[config.mk]
export PLATFORM = sky130hd
export DESIGN_NAME = side_sched
export DESIGN_NICKNAME = d
export VERILOG_FILES = /design/src/rtl/side_sched_pkg.sv /design/src/rtl/side_sched_rr_pick.sv /design/src/rtl/side_sched.sv
export SDC_FILE = /design/constraint.sdc
export NUM_CORES = 1
export LEC_CHECK = 0
export CORE_MARGIN = 2
export CORE_UTILIZATION = 30
export CTS_CLUSTER_SIZE = 20
export DETAILED_ROUTE_END_ITERATION = 6
export PLACE_DENSITY = 0.49
export RECOVER_POWER = 50
export SETUP_SLACK_MARGIN = 0.1
export SLEW_MARGIN = 20
export SYNTH_ARGS = -nofsm -noshare
export SYNTH_HDL_FRONTEND = slang
export SYNTH_SLANG_ARGS = --single-unit
export TNS_END_PERCENT = 5
[constraint.sdc]
create_clock -name clk_i -period 4.9 [get_ports clk_i]
set_input_delay 0.98 -clock clk_i [delete_from_list [all_inputs] [get_ports clk_i]]
set_output_delay 0.98 -clock clk_i [all_outputs]
set_load 0.01 [all_outputs]
[src/rtl/side_sched_pkg.sv]
// rtl/side_sched_pkg.sv - shared sizes and one-hot/binary helpers for side_sched
package side_sched_pkg;

  localparam int N     = 4;
  localparam int AW    = 2;
  localparam int DEPTH = 2;
  localparam int CW    = $clog2(DEPTH + 1);

  // One-hot (or zero) vector to binary index; zero input maps to index 0.
  function automatic logic [AW-1:0] oh2bin(input logic [N-1:0] oh);
    logic [AW-1:0] b;
    b = '0;
    for (int i = 0; i < N; i++) begin
      if (oh[i]) b = b | AW'(i);
    end
    return b;
  endfunction

  // Binary index to one-hot vector.
  function automatic logic [N-1:0] bin2oh(input logic [AW-1:0] b);
    return N'(1) << b;
  endfunction

endpackage

[src/rtl/side_sched_rr_pick.sv]
// rtl/side_sched_rr_pick.sv - combinational N-way round-robin picker
module rr_pick
  import side_sched_pkg::*;
(
  input  logic [N-1:0]  elig,
  input  logic [AW-1:0] ptr,
  output logic [N-1:0]  gnt,
  output logic [AW-1:0] idx,
  output logic          any
);

  logic [AW-1:0] p;

  // Scan from farthest to nearest so the first eligible port at or after ptr wins.
  always_comb begin
    gnt = '0;
    p   = '0;
    for (int k = N - 1; k >= 0; k--) begin
      p = ptr + AW'(k);
      if (elig[p]) gnt = bin2oh(p);
    end
  end

  assign idx = oh2bin(gnt);
  assign any = |gnt;

endmodule

[src/rtl/side_sched.sv]
// rtl/side_sched.sv - credit-based round-robin scheduler for the shared internal bus
module side_sched
  import side_sched_pkg::*;
(
  input  logic            clk_i,
  input  logic            rst_i,
  input  logic [N-1:0]    req_i,
  input  logic [N*AW-1:0] dst_i,
  input  logic [N-1:0]    crd_ret_i,
  output logic [N-1:0]    gnt_o,
  output logic [AW-1:0]   sel_o,
  output logic            sel_vld_o,
  output logic [N-1:0]    wen_o,
  output logic [N*CW-1:0] crd_o,
  output logic            err_o
);

  logic [CW-1:0] crd [N];
  logic [AW-1:0] ptr;
  logic [N-1:0]  elig;
  logic [N-1:0]  pick_gnt;
  logic [AW-1:0] pick_idx;
  logic          pick_any;
  logic          gnt_any;
  logic [AW-1:0] gnt_dst;
  logic [N-1:0]  cons;

  logic          s1_vld;
  logic [AW-1:0] s1_idx;
  logic [AW-1:0] s1_dst;
  logic          s2_vld;
  logic [AW-1:0] s2_dst;

  // A port is eligible when it has a word and its destination has a free slot.
  always_comb begin
    elig = '0;
    for (int i = 0; i < N; i++) begin
      elig[i] = req_i[i] && (crd[dst_i[i*AW +: AW]] != '0);
    end
  end

  rr_pick u_pick (
    .elig (elig),
    .ptr  (ptr),
    .gnt  (pick_gnt),
    .idx  (pick_idx),
    .any  (pick_any)
  );

  // Grants are suppressed while reset is held so no port pops a word.
  assign gnt_o   = rst_i ? pick_gnt : '0;
  assign gnt_any = rst_i & pick_any;
  assign gnt_dst = dst_i[pick_idx*AW +: AW];
  assign cons    = gnt_any ? bin2oh(gnt_dst) : '0;

  // Per-destination slot accounting; simultaneous consume and return cancel out.
  always_ff @(posedge clk_i or negedge rst_i) begin
    if (!rst_i) begin
      for (int j = 0; j < N; j++) crd[j] <= CW'(DEPTH);
      err_o <= 1'b0;
    end else begin
      for (int j = 0; j < N; j++) begin
        case ({cons[j], crd_ret_i[j]})
          2'b10: crd[j] <= crd[j] - 1'b1;
          2'b01: begin
            if (crd[j] == CW'(DEPTH)) err_o <= 1'b1;
            else                      crd[j] <= crd[j] + 1'b1;
          end
          default: crd[j] <= crd[j];
        endcase
      end
    end
  end

  // Round-robin pointer moves just past the granted port.
  always_ff @(posedge clk_i or negedge rst_i) begin
    if (!rst_i)       ptr <= '0;
    else if (gnt_any) ptr <= pick_idx + 1'b1;
  end

  // Two-stage steering pipeline: mux select at t+1, FIFO write enable at t+2.
  always_ff @(posedge clk_i or negedge rst_i) begin
    if (!rst_i) begin
      s1_vld <= 1'b0;
      s1_idx <= '0;
      s1_dst <= '0;
      s2_vld <= 1'b0;
      s2_dst <= '0;
    end else begin
      s1_vld <= gnt_any;
      if (gnt_any) begin
        s1_idx <= pick_idx;
        s1_dst <= gnt_dst;
      end
      s2_vld <= s1_vld;
      s2_dst <= s1_dst;
    end
  end

  assign sel_o     = s1_idx;
  assign sel_vld_o = s1_vld;
  assign wen_o     = s2_vld ? bin2oh(s2_dst) : '0;

  // Flatten credit counters for debug visibility.
  always_comb begin
    crd_o = '0;
    for (int j = 0; j < N; j++) crd_o[j*CW +: CW] = crd[j];
  end

endmodule

==> results_dict.tcl <==
set metrics [dict create \
    clkTransAtPathRegs_ns 0.07 \
    routed_wirelength_um 4990 \
    final_cell_mix "nand2_1, clkdlybuf4s50_1, nor2_1" \
    clk_latency_ns 0.25 \
    final_area_sq_um 2480 \
    required_ns 3.92 \
    grt_overflow_total 0 \
    status "finished clean" \
    routabilityCongestion 0.820 \
    grt_max_degree 20 \
    synth_async_sr_flop_share 1.00 \
    cp-start-kind "input pin" \
    worst_clock_skew_ns 0.00130 \
    portBuffers 37 \
    slowest_delay_ns 0.62 \
    cap_viol_max_count 0 \
    place_ws_ns 0.0631 \
    fmax_mhz 209 \
    cts_tree "built" \
    cts.htree.levels 1 \
    yosysSeqAreaShare 0.258 \
    start_util 0.312 \
    synth_area_sq_um 1860 \
    drive_gt1_frac 0.217 \
    antenna_found_initial 0 \
    ant_nets 0 \
    cp_max_fo 7 \
    syn_inst 200 \
    hold_viol 0 \
    yosys_register_bits 19 \
    drt_pre_antenna_iters 4 \
    grt_first_pass_wirelength_um 8110 \
    yosysTopAreaCellShare 0.202 \
    cts-buffers-inserted 3 \
    yosysWarnings 0 \
    dpl.hpwl_um 4010 \
    clock-sinks 19 \
    ios 38 \
    path_common_cell "clkdlybuf4s50_1" \
    first_global_vias 1615 \
    period_needed_ns 4.77 \
    placementRows 28 \
    drt_iter0_drc 100 \
    synth-main-ff-cell "dfrtp_1" \
    via_per_inst 5.37 \
    synthTopCellsByArea "dfrtp_1, nand2_1, dfstp_2" \
    nets 280 \
    hold_buffers 0 \
    dieArea_sq_um 6850 \
    grt_usage 0.155 \
    slowest_stage "mux4_2" \
    crit_path_end_kind "output pin" \
    rsz0062_at_grt "true" \
    avgRoutedWirePerCell_um 15.2 \
    setup_tns_ns 0 \
    fp.dieW_um 82.8 \
    drc 0 \
    root_buffer "clkbuf_8" \
    worstPathCellList "clkdlybuf4s50_1, mux4_2, o221a_2, o211ai_1, o22ai_4, nor2_4, and2_1, clkdlybuf4s50_1" \
    setup_violations 0 \
    layout_worst_path_cycle_share 0.974 \
    postCtsSetupRepairBufs 0 \
    num_antenna_cells 0 \
    arrival_ns 3.79 \
    clk_path_buf_depth 2 \
    avgSynthCellArea_sq_um 9.30 \
    core_area_sq_um 5960 \
    slew_violations 0 \
    synth_top_area_cell "dfrtp_1" \
    synth_fp_nets 226 \
    tightest_slew_ns 0.432 \
    die_height_um 82.8 \
    criticalPathCategory "input pin to output pin" \
    postPlaceCellArea_sq_um 2420 \
    synth_edf_count 0 \
    vias 1762 \
    cp_num_buf_inv 2 \
    maxSlewHeadroom 0.712 \
    cpLargestDelayFamily "buffers and inverters" \
    hold_path.class "register to register" \
    area_growth_pct 33.3 \
    final.setup.worst_slack_ns 0.126 \
    post_synth_num_cell_types 68 \
    fillers 608 \
    fin_hold_ws_ns 0.377 \
    final_common_cell "nand2_1" \
]
[layer usage]
metal  GRT usage  up-vias  share of wire
li1            -      871              -
met1       0.220      830           0.49
met2       0.255       59           0.46
met3      0.0239        2          0.044
met4      0.0197        0         0.0054
met5           0        -              0
[metrics by stage]
stage	instances	util
4_1_cts	328	0.414
3_3_place_gp	324	0.406
5_1_grt	328	0.416
6_report	328	0.416
2_1_floorplan	200	-
3_5_place_dp	324	0.406
[synth_stat cells, types with 3 or more instances]
cell	instances
a21oi_1	6
and2_1	6
and3_1	3
dfrtp_1	15
dfstp_2	4
ha_1	8
inv_1	8
mux4_2	4
nand2_1	33
nand2b_1	3
nand3_1	4
nor2_1	16
nor2b_1	3
nor3_1	4
o211ai_1	5
o21ai_0	4
o221a_2	5
o221ai_1	3
o22ai_1	3
xnor2_1	5
[logic make-up after synthesis]
family / share of synthesized area
simple gates: 0.274
flops: 0.258
compound gates: 0.310
xor+xnor: 0.0235
mux: 0.0538
buf+inv: 0.0262
fa+ha+maj: 0.0538
[sequential cells by signal (all words and copies together) (netlist names)]
signal and flops:
ptr 2, err_o 1, sel_vld_o 1, s1_dst 2, s2_vld 1, sel_o 2, crd_o 8, s2_dst 2
[worst paths after layout]
kind | cells after the start | endpoint | slack, ns | startpoint
setup / recovery | 8 | gnt_o[3] | 0.13 | dst_i[2]
hold / removal | 0 | s2_vld | 0.38 | sel_vld_o
setup reg to reg | 14 | err_o | 0.99 | ptr[1]
hold reg to reg | 0 | s2_vld | 0.38 | sel_vld_o
max in group asynchronous | 2 | crd_o[7] | 3.30 | rst_i
min in group asynchronous | 1 | sel_o[1] | 0.98 | rst_i
[final cells by class]
cell class	instances	area, sq um	area share
clock inverters	1	5.00	0.00202
well taps	75	93.8	0.0378
flip-flops and latches	19	480	0.194
inverters	8	30.0	0.0121
repair buffers	52	490	0.198
clock buffers	3	41.3	0.0166
multi-input cells	170	1340	0.540
[what timing repair did]
item,4_1_cts,5_1_grt
gates resized for setup,1,5
endpoints found under the setup margin,3,4
pin swaps,2,3
hold endpoints to repair,0,0
Power is left out: the tool's default activity adds up to more than one toggle a clock period on the data nets, which glitch-free logic cannot reach.
